[src/rtl/dac_pkg.sv]
// Shared types and constants for the serial DAC sample scheduler.
// The driver frames each sample as a 4-bit command followed by DW data bits.
package dac_pkg;

    localparam int         DAC_DW    = 12;
    localparam logic [3:0] DAC_CMD   = 4'b1100;
    localparam int         FRAME_LEN = 16;

    typedef enum logic [2:0] {
        ST_IDLE,
        ST_START,
        ST_WAIT_LOW,
        ST_WAIT_HIGH,
        ST_GAP
    } state_t;

endpackage

[src/rtl/rr_arbiter.sv]
// Combinational round-robin arbiter.
// The search starts one past the last granted channel and wraps modulo NCH.
module rr_arbiter #(
    parameter int NCH = 4
) (
    input  logic [NCH-1:0]         req,
    input  logic [$clog2(NCH)-1:0] last,
    output logic [NCH-1:0]         grant,
    output logic [$clog2(NCH)-1:0] idx,
    output logic                   valid
);

    localparam int IW = $clog2(NCH);

    logic [IW-1:0] cand;

    // NOTE: every output of a combinational block gets a default first; a path that skips an assignment would infer a latch.
    always_comb begin
        grant = '0;
        idx   = '0;
        valid = 1'b0;
        cand  = '0;
        for (int i = 1; i <= NCH; i++) begin
            cand = IW'((int'(last) + i) % NCH);
            if (!valid && req[cand]) begin
                valid       = 1'b1;
                grant[cand] = 1'b1;
                idx         = cand;
            end
        end
    end

endmodule

[src/rtl/dac_sample_scheduler.sv]
// Shares one serial DAC driver among NCH sample producers: round-robin grant,
// two-cycle start pulse, CS frame tracking, start spacing and frame timeout.
module dac_sample_scheduler
    import dac_pkg::*;
#(
    parameter int NCH     = 4,
    parameter int DW      = DAC_DW,
    parameter int PERIOD  = 24,
    parameter int TIMEOUT = 32
) (
    input  logic                   clk,
    input  logic                   rst_n,
    input  logic [NCH-1:0]         req,
    input  logic [NCH*DW-1:0]      data,
    output logic [NCH-1:0]         ack,
    output logic                   dac_start,
    output logic [DW-1:0]          dac_data,
    output logic [$clog2(NCH)-1:0] dac_chan,
    input  logic                   dac_cs,
    output logic                   busy,
    output logic                   err
);

    localparam int IW = $clog2(NCH);
    localparam int SW = $clog2(PERIOD + 1);
    localparam int TW = $clog2(TIMEOUT + 1);

    localparam logic [SW-1:0] SPACE_MAX  = SW'(PERIOD);
    localparam logic [TW-1:0] TO_LAST    = TW'(TIMEOUT - 1);
    localparam logic [TW-1:0] START_LAST = TW'(1);

    state_t          state, state_d;
    logic [IW-1:0]   last;
    logic [NCH-1:0]  arb_grant;
    logic [IW-1:0]   arb_idx;
    logic            arb_valid;
    logic [DW-1:0]   sel_data;
    logic [SW-1:0]   space_cnt;
    logic [TW-1:0]   to_cnt;
    logic            counting;
    logic            grant_load;
    logic [NCH-1:0]  ack_d;
    logic            start_d;
    logic            err_d;

    rr_arbiter #(.NCH(NCH)) u_arb (
        .req   (req),
        .last  (last),
        .grant (arb_grant),
        .idx   (arb_idx),
        .valid (arb_valid)
    );

    assign sel_data = data[arb_idx*DW +: DW];
    assign counting = (state == ST_START) || (state == ST_WAIT_LOW) || (state == ST_WAIT_HIGH);
    assign busy     = (state != ST_IDLE);

    // NOTE: sequential state uses non-blocking assignments so every register samples pre-edge values.
    always_ff @(posedge clk or negedge rst_n) begin
        if (!rst_n) state <= ST_IDLE;
        else        state <= state_d;
    end

    // The timeout counter doubles as the START phase counter: it is 0 then 1.
    always_comb begin
        state_d    = state;
        grant_load = 1'b0;
        ack_d      = '0;
        start_d    = 1'b0;
        err_d      = 1'b0;
        case (state)
            ST_IDLE: begin
                if (arb_valid && space_cnt == SPACE_MAX) begin
                    grant_load = 1'b1;
                    ack_d      = arb_grant;
                    start_d    = 1'b1;
                    state_d    = ST_START;
                end
            end
            ST_START: begin
                if (to_cnt == START_LAST) state_d = ST_WAIT_LOW;
                else                      start_d = 1'b1;
            end
            ST_WAIT_LOW: begin
                if (to_cnt == TO_LAST) begin
                    err_d   = 1'b1;
                    state_d = ST_GAP;
                end else if (!dac_cs) begin
                    state_d = ST_WAIT_HIGH;
                end
            end
            ST_WAIT_HIGH: begin
                if (dac_cs) begin
                    state_d = ST_GAP;
                end else if (to_cnt == TO_LAST) begin
                    err_d   = 1'b1;
                    state_d = ST_GAP;
                end
            end
            ST_GAP: begin
                if (space_cnt == SPACE_MAX) state_d = ST_IDLE;
            end
            default: state_d = ST_IDLE;
        endcase
    end

    // NOTE: the sample and channel registers are reset too, because their reset values are visible at the driver interface.
    always_ff @(posedge clk or negedge rst_n) begin
        if (!rst_n) begin
            ack       <= '0;
            dac_start <= 1'b0;
            err       <= 1'b0;
            dac_data  <= '0;
            dac_chan  <= '0;
            last      <= IW'(NCH - 1);
            space_cnt <= SPACE_MAX;
            to_cnt    <= '0;
        end else begin
            ack       <= ack_d;
            dac_start <= start_d;
            err       <= err_d;
            if (grant_load) begin
                dac_data  <= sel_data;
                dac_chan  <= arb_idx;
                last      <= arb_idx;
                space_cnt <= SW'(1);
                to_cnt    <= '0;
            end else begin
                if (space_cnt != SPACE_MAX) space_cnt <= space_cnt + SW'(1);
                if (counting)               to_cnt    <= to_cnt + TW'(1);
            end
        end
    end

endmodule
[config.mk]
export PLATFORM = sky130hd
export DESIGN_NAME = dac_sample_scheduler
export DESIGN_NICKNAME = d
export VERILOG_FILES = /design/src/rtl/dac_pkg.sv /design/src/rtl/rr_arbiter.sv /design/src/rtl/dac_sample_scheduler.sv
export SDC_FILE = /design/constraint.sdc
export NUM_CORES = 1
export LEC_CHECK = 0
export CORE_ASPECT_RATIO = 1.2
export CORE_MARGIN = 4
export CORE_UTILIZATION = 41
export DETAILED_ROUTE_END_ITERATION = 7
export PLACE_DENSITY = 0.77
export REMOVE_ABC_BUFFERS = 1
export SETUP_SLACK_MARGIN = 0.4
export SLEW_MARGIN = 20
export SYNTH_ARGS = -nofsm -noshare
export SYNTH_HDL_FRONTEND = slang
export SYNTH_SLANG_ARGS = --single-unit
[constraint.sdc]
create_clock -name clk -period 4.1 [get_ports clk]
set_input_delay 0.615 -clock clk [delete_from_list [all_inputs] [get_ports clk]]
set_output_delay 0.615 -clock clk [all_outputs]
set_load 0.02 [all_outputs]
Word-level counts from Yosys, hierarchy flattened
Cells that the tools add are included.

storage, ports and cells
  register bits = 36
  logic and storage cells = 108
  input bits = 55

cells by class
  muxes and demuxes = 49
  shifts and indexed selects = 1
  $mul = 1
  eq/ne operators = 13
  add/subtract/negate cells = 6
  reduce and logical (&&, ||, !) cells = 18
  bitwise operators = 3
  magnitude comparators = 8

operators by type and width
  kind                                                                number
  indexed part select 48 x 7 -> 12 bit                                1
  2-to-1 mux 4 bit                                                    6
  2-to-1 mux 3 bit                                                    7
  2-to-1 mux 1 bit                                                    17
  one-hot mux 3 bit (5 select lines)                                  1
  less-than comparator 2 x 3 -> 1 bit (second input constant)         4
  2-to-1 mux 6 bit                                                    2
  bitwise OR 4 bit                                                    3
  2-to-1 mux 5 bit                                                    2
  binary-select mux 1 bit (select 2 bit)                              4
  demux 1 bit (select 2 bit)                                          4
  greater-or-equal comparator 2 x 1 -> 1 bit (second input constant)  4
  logical AND 1 bit                                                   8
  2-to-1 mux 2 bit                                                    4
  adder 6 x 1 -> 6 bit (second input constant)                        1
  == test 3 x 2 -> 1 bit (second input constant)                      2
  == test 6 x 1 -> 1 bit (second input constant)                      1
  == test 6 x 5 -> 1 bit (second input constant)                      1
  inequality test 3 x 2 -> 1 bit (second input constant)              2
  adder 5 x 1 -> 5 bit (second input constant)                        1
  == test 5 bit (second input constant)                               1
  inequality test 5 bit (second input constant)                       1
  AND reduction 5 bit                                                 1
  adder 2 x 1 -> 2 bit (second input constant)                        2
  12 further kinds                                                    19

Logic depth before layout (Yosys ltp)
Gate-level depths: netlist (run 1).

  word-level depth = 17
  gate-level depth with buffers = 13

By module
Synthesis (run 1) repeated with hierarchy kept, for this count alone.

unflattened totals
  cells, all modules = 254
  area total of the unflattened synthesis = 2457.4 um2

modules (own cells, without submodules)
  module                cells an instance  area each (um2)  times used
  dac_sample_scheduler  168                1828.0           1
  rr_arbiter            86                 629.4            1

Worst setup path before layout (run 1)
No wires, ideal clock.

  kind = reg-to-reg
  from = reg last[0]
  to = reg dac_data[0]
  buffers on the path = 4
  path slack = 0.832 ns
  data arrival time = 3.133 ns
  period minus slack after synthesis = 3.268 ns
  cell stages (with the launch flop) = 13
  cell sequence = dfstp_2 -> buf_2 -> inv_1 -> clkbuf_1 -> ha_1 -> mux4_2 -> nor2b_2 -> buf_6 -> nor2_8 -> buf_8 -> mux2_4 -> o221ai_2 -> o211ai_2

between the ends
  longest elaborated chain between the ends = 16
  elaborated cells on any way between the ends = 31

RTL lines
  what                                                                           line                         RTL
  start: declaration                                                             dac_sample_scheduler.sv:33   logic [IW-1:0] last;
  start signal: assignment                                                       dac_sample_scheduler.sv:115  last <= IW'(NCH - 1);
  start signal: assignment                                                       dac_sample_scheduler.sv:125  last <= arb_idx;
  parallel branches: the longest is 16 deep, another holds adder 2 x 1 -> 2 bit  --
  end signal: assignment                                                         dac_sample_scheduler.sv:123  dac_data <= sel_data;
  end: declaration                                                               dac_sample_scheduler.sv:17   output logic [DW-1:0] dac_data,

Parallel ways; which one is timed is not known. The select of a mux whose other input is x is not followed.
A chain may end at the register's enable or synchronous reset.

Worst setup path after layout (run 1)
  from = reg last[1]
  to = reg dac_data[6]

The elaborated chain is that of the path after synthesis.

==> impl_metrics.py, run 1 <==
metrics = {
    "clocking": {
        "clk_path_buf_depth": 2,
        "cts_hold_repair.buffers": 0,
        "cts.sink_count": 36,
        "htreeDepth": 2,
        "cts_resized": 0,
        "cts_tree": "yes",
        "cts-root-buf": "clkbuf_8",
        "cts.reportedPaths.clkPinSlew_ps": 70,
        "postCtsSetupRepairBufs": 0,
        "insertion_delay_ps": 280,
        "numCtsBuffers": 5,
    },
    "worst_setup_path": {
        "crit_fanout": 16,
        "arrival_ps": 3360,
        "worstSetupPathType": "reg -> reg",
        "path_buf_inv": 2,
        "crit_path_start_kind": "flop",
        "path_cells": "inv_1 > ha_1 > mux4_2 > o21ba_2 > o21ai_2 > buf_4 > o221ai_1 > o211ai_1",
        "required_ps": 4300,
        "crit_family": "compound AO/OA/AOI/OAI gates",
        "slowest_stage": "dfstp_2",
        "cpPeakStageDelay_ps": 660,
        "cp-end-kind": "flop",
    },
    "die": {
        "rows": 32,
        "initial_utilization_pct": 42.54,
        "die_area_sq_um": 8158,
        "die_w_microns": 83.12,
        "die_y_microns": 98.15,
        "ioPinCount": 76,
        "core_area_sq_um": 6526,
    },
    "route": {
        "met3_wirelength_microns": 401,
        "viasPerCell": 5.644,
        "vias": 2647,
        "wl_met1_mm": 3.163,
        "antenna_left": 0,
        "wl_met2_mm": 3.498,
        "topRoutingLayerUsed": "met4",
        "wl_per_cell_microns": 15.38,
        "first_pass_iters": 4,
        "drc": 0,
        "drt-total-wl_mm": 7.215,
        "first_iter_violations": 121,
    },
    "sta": {
        "rsz0062_at_grt": "no",
        "slew_headroom_pct": 46.36,
        "setup_violations": 0,
        "fin_skew_ps": 5.137,
        "slew_violations": 0,
        "hold_violations": 0,
        "tns_ps": 0,
        "worst_pin_slew_ps": 804.6,
        "min_period_ps": 3153,
        "whs_ps": 420.6,
        "fmax_ghz": 0.3172,
        "post-route-period-util_pct": 76.89,
    },
    "flow_run": {
        "maxCapViolCount": 0,
    },
    "finish": {
        "drive_above_1_share_pct": 10.68,
        "nets": 450,
        "area_growth_syn_to_layout_pct": 30.06,
        "antennaDiodeCount": 0,
        "post-route-util_pct": 55.33,
        "layout.cells.non_filler": 469,
        "design_area_sq_um": 3611,
    },
    "place": {
        "dp.cells": 461,
        "gp_congestion": 0.8225,
        "numPortBuffers": 75,
        "place_area_sq_um": 3530,
        "hpwlAfterDp_mm": 5.302,
    },
    "global_routing": {
        "grt_max_degree": 54,
        "antenna_found_initial": 0,
        "grt_pass1_wl_mm": 12.20,
        "grt_pass1_vias": 2574,
        "grt_overflow": 0,
        "grtUsageTotal_pct": 18.13,
    },
    "synth": {
        "synth_ff_type": "dfrtp_1",
        "synth_cells": 319,
        "synthesis.area_sq_um": 2776,
        "synth_area_leaders": "dfrtp_1 (29%), ha_1 (5.4%), nor2_1 (5.3%), nand2_1 (4.7%), o21ai_0 (4.3%)",
        "seq_area_frac_synth_pct": 32.63,
        "synth_warnings": 0,
        "synth_edf_count": 0,
        "avgSynthCellArea_sq_um": 8.703,
        "ys_async_sr_fraction_pct": 100.0,
        "yosysUniqueCellTypes": 52,
        "post-synth-top-area-fraction_pct": 28.84,
        "synth_top_cell_by_area": "dfrtp_1",
        "synth_seq_cells": 36,
    },
    "min_path": {
        "min_path_type": "in -> async",
    },
    "status": {
        "status": "completed",
    },
    "pwr": {
        "p_per_area_nw_per_um2": 649.5,
        "power.leakage_nw": 1.424,
        "ir_drop_v": 0.0002925,
    },
}
[path summary, 6_finish.rpt]
| kind | start | end | slack, ps | cells after the start |
|---|---|---|---|---|
| worst max-delay path | last[1] | dac_data[6] | 950 | 8 |
| worst min-delay path | rst_n | dac_start | 420 | 1 |
| worst max register to register | last[1] | dac_data[6] | 950 | 8 |
| worst min register to register | dac_data[1] | dac_data[1] | 500 | 2 |
| max in group asynchronous | rst_n | dac_chan[1] | 3180 | 1 |
| min in group clk | dac_data[1] | dac_data[1] | 500 | 2 |
[kinds of logic (layout without fill, tap and decap cells)]
| family | Yosys count | in the layout | share of synthesized area, % |
|---|---|---|---|
| DFF | 36 | 36 | 32.63 |
| and+or+nand+nor | 134 | 134 | 23.61 |
| AOI/OAI and AO/OA | 84 | 84 | 22.53 |
| muxes | 15 | 15 | 7.661 |
| adders and majority gates | 12 | 12 | 5.408 |
| xor gates and xnor gates | 6 | 6 | 1.893 |
| buffers and inverters | 32 | 97 | 6.264 |
[state kept, by name, indices dropped and copies added (netlist names)]
| register | flops |
|---|---|
| err | 1 |
| ack | 4 |
| space_cnt | 5 |
| state | 3 |
| to_cnt | 6 |
| last | 2 |
| dac_start | 1 |
| dac_chan | 2 |
| dac_data | 12 |
[per-stage QoR]
step           worst slack (ps)  power [mW]
2_1_floorplan             542.1       1.622
3_3_place_gp              924.9       2.073
3_5_place_dp              894.5       2.108
4_1_cts                   954.9       2.359
5_1_grt                   703.4       2.556
6_report                  947.4       2.345
[layout by cell type, fill, tap and decap left out, types with 12 or more instances in the layout]
cell	n
o2111ai_1	12
nor2_1	39
clkdlybuf4s50_1	74
nand2_1	35
ha_1	12
or3_1	16
nand3_1	19
o21ai_0	24
dfrtp_1	32
[routing by layer]
layer	vias up	track usage [%]
li1	1305	-
met1	1238	23.45
met2	91	29.63
met3	13	3.460
met4	0	7.673
met5	-	0
[synthesized netlist by cell type, drive strengths merged (2+ instances only)]
library cell and number:
a21oi 6, nand2 35, and2 3, clkbuf 11, or3 16, o221ai 11
mux2 11, a211oi 2, o31ai 2, o211ai 10, mux4 3, nand3b 2
o21ai 26, nand4 4, or2 2, o2111ai 12, a221oi 4, ha 12
buf 13, nor2 40, inv 8, a31oi 2, nor3 3, nor2b 4
dfstp 4, xor2 5, dfrtp 32, nand3 19, nor4b 2, a22oi 4
[power by group]
part	switching (mW)	total, mW	internal [mW]
sequential	0.130	0.642	0.511
clock	0.123	0.242	0.119
combinational	0.828	1.46	0.634
[area by class of cell]
cell class	count	area [sq um]
clock inverters	1	5.005
flip-flops and latches	36	905.9
multi-input cells	251	1697
inverters	8	30.03
fillers	603	2915
clock buffers	7	76.32
well taps	85	106.4
repair buffers	81	790.8
Power figures use the tool's default switching activity.
==> inputs of run 2 (changes only) <==
Clock period 4.1 ns to 3 ns, I/O delays scaled along.
==> impl_metrics.py, run 2 (same netlist as run 1, synthesis figures left out) <==
metrics = {
    "sta": {
        "worst_pin_slew_ps": 808.5,
        "fmax_ghz": 0.3849,
        "fin_skew_ps": 6.614,
        "postLayoutSetupSlackWorst_ps": 401.9,
        "slew_violations": 0,
        "rsz0062_at_grt": "yes",
        "whs_ps": 244.8,
        "post-route-period-util_pct": 86.60,
        "hold_violations": 0,
        "slew_headroom_pct": 46.10,
        "setup_violations": 0,
        "min_period_ps": 2598,
    },
    "place": {
        "numPortBuffers": 75,
        "dp.cells": 470,
        "place_area_sq_um": 3622,
        "pre_cts_slack_ps": 166.2,
        "hpwlAfterDp_mm": 5.578,
        "gp_congestion": 0.8208,
    },
    "finish": {
        "layout.cells.non_filler": 482,
        "nets": 463,
        "final_cell_mix": "clkdlybuf4s50_1 (74), nor2_1 (39), nand2_1 (35)",
        "area_growth_syn_to_layout_pct": 40.92,
        "largest_register": "dac_data",
        "drive_above_1_share_pct": 18.39,
        "largest_reg_flops": 12,
        "design_area_sq_um": 3913,
        "top_regs": "dac_data x12, to_cnt x6, space_cnt x5",
        "antennaDiodeCount": 0,
        "mostFrequentLayoutCell": "clkdlybuf4s50_1",
    },
    "route": {
        "vias": 2771,
        "wl_per_cell_microns": 16.79,
        "drt-total-wl_mm": 8.093,
        "antenna_left": 0,
        "drc": 0,
        "viasPerCell": 5.749,
        "first_pass_iters": 4,
        "first_iter_violations": 275,
    },
    "global_routing": {
        "grt_max_degree": 43,
        "grt_overflow": 0,
        "antenna_found_initial": 0,
        "grt_pass1_wl_mm": 12.81,
        "grt_pass1_vias": 2637,
        "grtUsageTotal_pct": 19.15,
    },
    "worst_setup_path": {
        "crit_path_start_kind": "flop",
        "required_ps": 3160,
        "path_cells": "inv_2 > ha_4 > mux4_2 > nor2b_4 > nor2_8 > buf_12 > mux2_4 > o221ai_2 > o211ai_1",
        "crit_fanout": 8,
        "arrival_ps": 2760,
        "cp-end-kind": "flop",
        "cpPeakStageDelay_ps": 550,
        "worstSetupPathType": "reg -> reg",
        "slowest_stage": "dfstp_2",
    },
    "pwr": {
        "p_sw_share_pct": 43.56,
        "seq_power_share_pct": 22.5,
        "ir_drop_v": 0.0006206,
        "p_comb_share_pct": 66.4,
        "p_per_area_nw_per_um2": 984.8,
        "power.leakage_nw": 1.564,
        "p_int_mw": 2.175,
        "power_switching_mw": 1.678,
        "clockPowerShare_pct": 11.1,
    },
    "die": {
        "die_area_sq_um": 8158,
        "die_y_microns": 98.15,
        "initial_utilization_pct": 42.54,
        "die_w_microns": 83.12,
        "rows": 32,
        "ioPinCount": 76,
        "core_area_sq_um": 6526,
    },
    "clocking": {
        "numCtsBuffers": 5,
        "cts_hold_repair.buffers": 0,
        "htreeDepth": 2,
        "cts-root-buf": "clkbuf_8",
        "clk_path_buf_depth": 2,
        "insertion_delay_ps": 300,
        "cts.reportedPaths.clkPinSlew_ps": 80,
        "cts_tree": "yes",
        "cts.sink_count": 36,
    },
    "min_path": {
        "min_path_type": "in -> async",
    },
    "status": {
        "status": "completed",
    },
    "flow_run": {
        "maxCapViolCount": 0,
    },
}
-- run 2: changes by cell type in the layout (fill, tap and decap cells not counted), sizes merged --
cell,change
bufinv,+1
clkinvlp,+1
buf,+11
bufbuf,+1
clkbuf,-1
-- run 2: layout make-up --
type | instances | area (sq um)
Clock inverter | 3 | 42.54
Sequential cell | 36 | 905.9
Clock buffer | 5 | 68.82
Multi-Input combinational cell | 251 | 1799
Timing Repair Buffer | 94 | 959.7
Tap cell | 85 | 106.4
Fill cell | 564 | 2614
Inverter | 8 | 30.03
-- run 2: worst paths after layout --
check | start | to | slack (ps) | depth (start not counted)
worst min register to register | dac_chan[0] | dac_chan[0] | 500 | 2
min in group clk | dac_chan[0] | dac_chan[0] | 500 | 2
worst max register to register | last[0] | dac_data[6] | 400 | 9
worst min-delay path | rst_n | to_cnt[4] | 240 | 1
worst max-delay path | last[0] | dac_data[6] | 400 | 9
max in group asynchronous | rst_n | dac_data[8] | 2250 | 1
-- run 2: metal layers --
metal  vias up  wire length [microns]  global-route usage (%)
met2        99                   4100                   33.27
met3        14                    484                   3.460
met1      1319                   3383                   24.14
met5         -                      0                       0
met4         0                    124                   5.912
li1       1339                      -                       -
-- run 2: worst max-delay path, delay by kind of cell, from the launching register on --
kind,cells,cell delay (ps)
AO/OA/AOI/OAI,2,280
flip-flops,1,550
adder cells (fa/ha/maj),1,280
buffers and inverters,2,220
AND/OR/NAND/NOR,2,320
multiplexers,2,810
-- run 2: repair_timing --
item / 4_1_cts / 5_1_grt
gates resized for setup: 4 / 19
pin swaps: 0 / 9
setup buffers: 0 / 2
setup endpoints to repair: 12 / 10
endpoints found under the hold margin: 0 / 0
cloned: 1 / 1
-- run 2: metrics by stage --
step	total power [mW]	utilization (%)	setup TNS (ps)
2_1_floorplan	2.217	-	-6322
3_3_place_gp	2.978	55.50	0
3_5_place_dp	3.045	55.50	0
4_1_cts	3.648	58.13	0
5_1_grt	4.123	59.95	0
6_report	3.853	59.95	0
-- run 2: power groups by stage --
stage          sequential (mW)  clock [mW]  combinational (mW)
6_report                 0.867       0.429                2.56
5_1_grt                  0.893       0.465                2.76
4_1_cts                  0.859       0.436                2.35
3_5_place_dp             0.863           0                2.18
3_3_place_gp             0.859           0                2.12
2_1_floorplan             1.04           0                1.18
